**src/rtl/int_ctrl18_pkg.sv**
```systemverilog
// int_ctrl18_pkg: shared Core18 constants for the interrupt controller.
package int_ctrl18_pkg;
  localparam int NIRQ = 15;
  localparam int VEC_W = 4;
  localparam logic [NIRQ-1:0] MODE_RST = 15'h7FFF;
  typedef enum logic [1:0] {
    OFS_MASK  = 2'd0,
    OFS_PEND  = 2'd1,
    OFS_MODE  = 2'd2,
    OFS_INSVC = 2'd3
  } reg_ofs_e;
endpackage

```
**src/rtl/int_ctrl18_prio_enc15.sv**
```systemverilog
// prio_enc15: returns the highest-numbered set request as a vector number 1..15, or 0.
module prio_enc15
  import int_ctrl18_pkg::*;
(
  input  logic [NIRQ-1:0]  req_i,
  output logic [VEC_W-1:0] vec_o
);
  always_comb begin
    vec_o = '0;
    for (int i = 0; i < NIRQ; i++)
      if (req_i[i]) vec_o = VEC_W'(i + 1);
  end
endmodule

```
**src/rtl/int_ctrl18.sv**
```systemverilog
// int_ctrl18: 15-line prioritised interrupt controller with port-mapped registers for Core18.
module int_ctrl18
  import int_ctrl18_pkg::*;
#(
  parameter logic [17:0] BASE_ADRS = 18'o777770,
  parameter int          BLANK     = 2
) (
  input  logic                CLK,
  input  logic                RESET_N,
  input  logic [NIRQ-1:0]     IRQ,
  input  logic [11:0]         PC,
  input  logic                PORT_WR,
  input  logic                PORT_RD,
  input  logic [17:0]         ADRS,
  input  logic [17:0]         DATAOUT,
  output logic [VEC_W-1:0]    VECTOR,
  output logic [17:0]         PORT_DATA,
  output logic                IRQ_ANY
);
  localparam int CW = $clog2(BLANK + 2);
  logic [NIRQ-1:0]  mask_q, mask_d, pend_q, pend_d, mode_q, mode_d;
  logic [NIRQ-1:0]  sync_q, prev_q, prev_d, rise, w1c, acc_bit;
  logic [VEC_W-1:0] insvc_q, insvc_d, vec_q, vec_d, enc_vec;
  logic [CW-1:0]    blank_q, blank_d;
  logic             armed_q, sel, accept;
  logic [17:0]      ofs, rd_val;
  reg_ofs_e         ro;
  logic             unused_ok;

  assign unused_ok = ^DATAOUT[17:15];
  assign ofs = ADRS - BASE_ADRS;
  assign sel = ofs < 18'd4;
  assign ro  = reg_ofs_e'(ofs[1:0]);

  prio_enc15 u_enc (.req_i(pend_q & mask_q), .vec_o(enc_vec));

  always_comb begin
    // Until one cycle after reset the edge history tracks the raw lines, so lines already high never look like a rising edge.
    prev_d  = armed_q ? sync_q : IRQ;
    rise    = sync_q & ~prev_q;
    accept  = vec_q != '0 && PC == {8'b0, vec_q};
    acc_bit = accept ? (NIRQ'(1) << (vec_q - 4'd1)) : '0;
    w1c     = (PORT_WR && sel && ro == OFS_PEND) ? DATAOUT[NIRQ-1:0] : '0;
    mask_d  = (PORT_WR && sel && ro == OFS_MASK) ? DATAOUT[NIRQ-1:0] : mask_q;
    mode_d  = (PORT_WR && sel && ro == OFS_MODE) ? DATAOUT[NIRQ-1:0] : mode_q;
    pend_d  = (mode_q & ((pend_q & ~(w1c | acc_bit)) | rise)) | (~mode_q & sync_q);
    insvc_d = accept ? vec_q : insvc_q;
    blank_d = accept ? CW'(BLANK) : (blank_q != '0 ? blank_q - CW'(1) : '0);
    vec_d   = (accept || blank_d != '0) ? '0 : enc_vec;
    rd_val  = ro == OFS_MASK ? {3'b0, mask_q} :
              ro == OFS_PEND ? {3'b0, pend_q} :
              ro == OFS_MODE ? {3'b0, mode_q} : {14'b0, insvc_q};
  end

  always_ff @(posedge CLK) begin
    if (!RESET_N) begin
      mask_q  <= '0;
      pend_q  <= '0;
      mode_q  <= MODE_RST;
      insvc_q <= '0;
      sync_q  <= '0;
      prev_q  <= '0;
      armed_q <= 1'b0;
      blank_q <= '0;
      vec_q   <= '0;
    end else begin
      mask_q  <= mask_d;
      pend_q  <= pend_d;
      mode_q  <= mode_d;
      insvc_q <= insvc_d;
      sync_q  <= IRQ;
      prev_q  <= prev_d;
      armed_q <= 1'b1;
      blank_q <= blank_d;
      vec_q   <= vec_d;
    end
  end

  assign VECTOR    = vec_q;
  assign IRQ_ANY   = |(pend_q & mask_q);
  assign PORT_DATA = (PORT_RD && sel) ? rd_val : '0;
endmodule

```
**config.mk**
```make
export PLATFORM = sky130hd
export DESIGN_NAME = int_ctrl18
export DESIGN_NICKNAME = d
export VERILOG_FILES = /design/src/rtl/int_ctrl18_pkg.sv /design/src/rtl/int_ctrl18_prio_enc15.sv /design/src/rtl/int_ctrl18.sv
export SDC_FILE = /design/constraint.sdc
export NUM_CORES = 1
export LEC_CHECK = 0
export ABC_AREA = 1
export CAP_MARGIN = 20
export CORE_MARGIN = 2
export CORE_UTILIZATION = 50
export DETAILED_ROUTE_END_ITERATION = 16
export PLACE_DENSITY = 0.85
export SLEW_MARGIN = 20
export SYNTH_ARGS = -nofsm -noshare
export SYNTH_HDL_FRONTEND = slang
export SYNTH_SLANG_ARGS = --single-unit
```
**constraint.sdc**
```tcl
create_clock -name CLK -period 4.38 [get_ports CLK]
set_input_delay 1.314 -clock CLK [delete_from_list [all_inputs] [get_ports CLK]]
set_output_delay 1.314 -clock CLK [all_outputs]
set_load 0.01 [all_outputs]
```
==> results list <==
- Die span in x: 97.0 µm
* Critical path fanouts, max: 4
- Dividing the synthesized area by the synthesized cell count gives 6.34 µm².
- Crit path DAT: 3.01 ns
- After clock tree synthesis, the clock-pin slew on the worst setup and hold paths is 0.08 ns.
- Sequential cells account for 53.7% of the total power.
* PwrDens: 264 nW/µm²
- Clock root buffer master: clkbuf_8
- Number of buffers created by CTS: 9
- In this run the static leakage power is 2.66 nW.
- By startpoint and endpoint, the worst setup path is classified as input port to output pin.
- Of the total power, the share spent switching nets is 26.4%.
* Internal cell power: 1.13 mW
- Worst-case setup margin in the final layout: 0.0609 ns
- The worst setup path is launched from an input port.
* Worst IR drop on VDD: 205 µV
* Final slew viol count: 0
- TritonCTS built the clock tree.
* Number of H-tree branching levels: 3
- At the end of routability-driven placement, the weighted congestion stood at 0.955.
- Counting flops and latches in the post-synthesis netlist gives 86.
- Sequential elements use 39.8% of the synthesized area.
* Portion of the clock cycle consumed by the worst path in the final layout: 98.6%
* Top cells by instance count after synthesis: nand2_1, nor2_1, dfxtp_1, inv_1, a21oi_1
- Of the total power, the clock network draws 32.6%.
- Number of iterations in the first detailed-routing pass: 5
- Initial antenna violation count: 0
* Final wirelength: 12.8 mm
- The cell count after synthesis came out at 682.
* Overall Global Routing Usage: 26.3%
- Of all flip-flops after synthesis, the portion carrying an async set or reset was 0%.
* Class of the worst hold path: flip-flop to flip-flop
- After the flow finishes, the layout carries non-filler instances totaling 898.
- Dpl cells: 876
- Number of enable-type register cells in the synthesized netlist: 0
- The via count of the first global-routing pass came to 4,530.
- The die is 97.0 µm tall.
* Number of nets in the final layout: 856
- Maximum number of pins on one net before global-route repair: 66
* Dominant cells by area after synthesis: dfxtp_1, nand2_1, nor2_1
- On the final layout, the worst clock skew is 0.00635 ns.
- Summed over its instances, the top area cell type makes up 39.8% of the synthesized netlist area.
- Of all cell types, the one taking the most synthesized area is dfxtp_1.
- The die covers 9410 µm².
- Total congestion overflow: 0
- Once layout is done, the placed cells without fillers occupy 5830 µm².
- Switching power: 405 µW
* Fin Setup TNS: 0 ns
* Initial standard-cell utilization of the core: 52.1%
- HPWL after detailed placement: 9.18 mm
- Fraction of layout instances using a drive strength above 1: 14.6%
- Routed length on met1: 5.35 mm
- The area growth from synthesis to layout is 34.8%.
* Sinks on the clock net: 86
* Number of port buffers: 83
* Synthesized area: 4320 µm²
- Hold repair after CTS inserted 0 buffers.
- The share of total power dissipated in combinational logic is 13.6%.
- Req. time, crit path: 3.07 ns
- Vias per Instance: 5.36
- Placeable Area: 8300 µm²
- The repair_antennas step left the layout with diodes totalling 0.
* Number of buffers between clock root and the deepest sink: 2
- The worst path in the final design needs a cycle of 4.32 ns, including I/O delays and setup.
* Post-detailed-route wirelength per cell: 14.3 µm
- STA classifies the critical path endpoint as an output pin.
* Max cap viols: 0
- In this run, distinct cell masters in the synthesized netlist total 34.
* Global-route wire length before repair: 20.7 mm
- For flop-to-flop paths, the worst setup slack is 2.22 ns.
* Most frequent cell after synthesis: nand2_1
* Metal3 WL: 1.14 mm
* Number of synthesis warnings: 0
- Setup repair after global routing missed its margin: true
* Top routing layer in use: met4
* Number of remaining DRC errors: 0
* Outcome: completed
- Final hold violation count: 0
- Summing all placed instances gives a cell area of 5400 µm².
- Most instantiated flip-flop cell in the synthesis netlist: dfxtp_1
* Top-level port count: 90
* Max transition margin: 59.0%
- The detail route stage leaves a number of antenna-violating nets equal to 0.
- Prior to clock tree synthesis, the placed netlist has a worst setup slack of -0.862 ns.
- Via count of the routed design: 4,814
* FMAX: 232 MHz
* Final setup violation count: 0
- After detailed routing, the met2 layer carries 6.01 mm of wire.
- Number of cell rows: 33
* Iter 0 DRT Violations: 405
- Worst Tran Pin Value: 0.611 ns
- Clock insertion delay at the later pin of the skew report: 0.35 ns
[cells by family (layout without fill, tap and decap cells)]
family / after synthesis / after routing / share of synthesized area, %
AO/OA/AOI/OAI: 83 / 83 / 10.7
XOR/XNOR: 5 / 5 / 1.01
adder cells (fa/ha/maj): 1 / 1 / 0.289
buffers and inverters: 85 / 194 / 8.01
flip-flops: 86 / 86 / 39.8
other: 1 / 3 / 0.0867
AND/OR/NAND/NOR: 421 / 421 / 40.1
[cell type report]
type                            count  area, µm²
Clock buffer                       12        145
Clock inverter                      4       32.5
Fill cell                         669       2470
Inverter                           57        215
Multi-Input combinational cell    513       2500
Sequential cell                    86       1720
Tap cell                          105        131
Timing Repair Buffer              121       1080
[worst max-delay path: stages]
cell and delay, ns:
buf_8 0.10, ha_4 0.22, inv_2 0.05, nand2_2 0.04, nor2_2 0.08, nand2_1 0.07
nor2_2 0.12, nand2_1 0.06, nor2_1 0.08, nand3b_1 0.12, nor2_4 0.14, nand3_4 0.11
buf_6 0.14, a211oi_2 0.18, buf_2 0.16
[flip-flops by register name, indices dropped and copies added, names as in the netlist]
signal   cells
sync_q      15
prev_q      15
insvc_q      4
armed_q      1
blank_q      2
VECTOR       4
pend_q      15
mode_q      15
mask_q      15
[timing repair]
item                                    4_1_cts  5_1_grt
buffers inserted                              7        2
endpoints found under the setup margin       15       15
pin swaps                                    11       10
resized for setup                           119       26
gates cloned                                  1        0
[path summary, 6_finish.rpt]
check                                 from  depth (start not counted)      endpoint
worst max register to register   VECTOR[0]                         12    pend_q[12]
worst min register to register  blank_q[0]                          1    blank_q[0]
worst max-delay path               ADRS[4]                         15  PORT_DATA[0]
worst min-delay path            blank_q[0]                          1    blank_q[0]
[cell usage in the layout (no fill, tap or decap), types with 5 or more instances in the layout]
master,instances
buf_6,12
a31oi_1,14
nand3_1,24
clkbuf_8,10
a21oi_1,30
nor2_2,5
buf_4,35
nand4_1,22
clkdlybuf4s50_1,53
dfxtp_1,86
nand2_1,247
inv_1,49
buf_2,8
o21ai_0,19
a31oi_4,10
nor2_1,103
nand2_2,6
clkbuf_2,5
[power by group through the flow]
stage | clock, mW | sequential, mW | combinational, mW
final | 0.502 | 0.826 | 0.210
after CTS | 0.504 | 0.825 | 0.204
after global routing | 0.538 | 0.829 | 0.229
after floorplan | 0 | 0.837 | 0.0927
after global placement | 0 | 0.842 | 0.189
after detailed placement | 0 | 0.844 | 0.195
[per-layer routing]
metal,global-route usage (%),vias up
li1,-,2387
met1,32.9,2156
met2,45.1,229
met3,4.55,42
met4,9.97,0
met5,0,-
[per-stage QoR]
step | utilization, % | total power, mW | hold slack [ns]
floorplan | - | 0.930 | 0.399
global placement | 65.0 | 1.03 | 0.407
detailed placement | 65.0 | 1.04 | 0.417
CTS | 70.2 | 1.53 | 0.429
global route | 70.2 | 1.60 | 0.445
finish | 70.2 | 1.54 | 0.425
(Power assumes the default switching activity.)
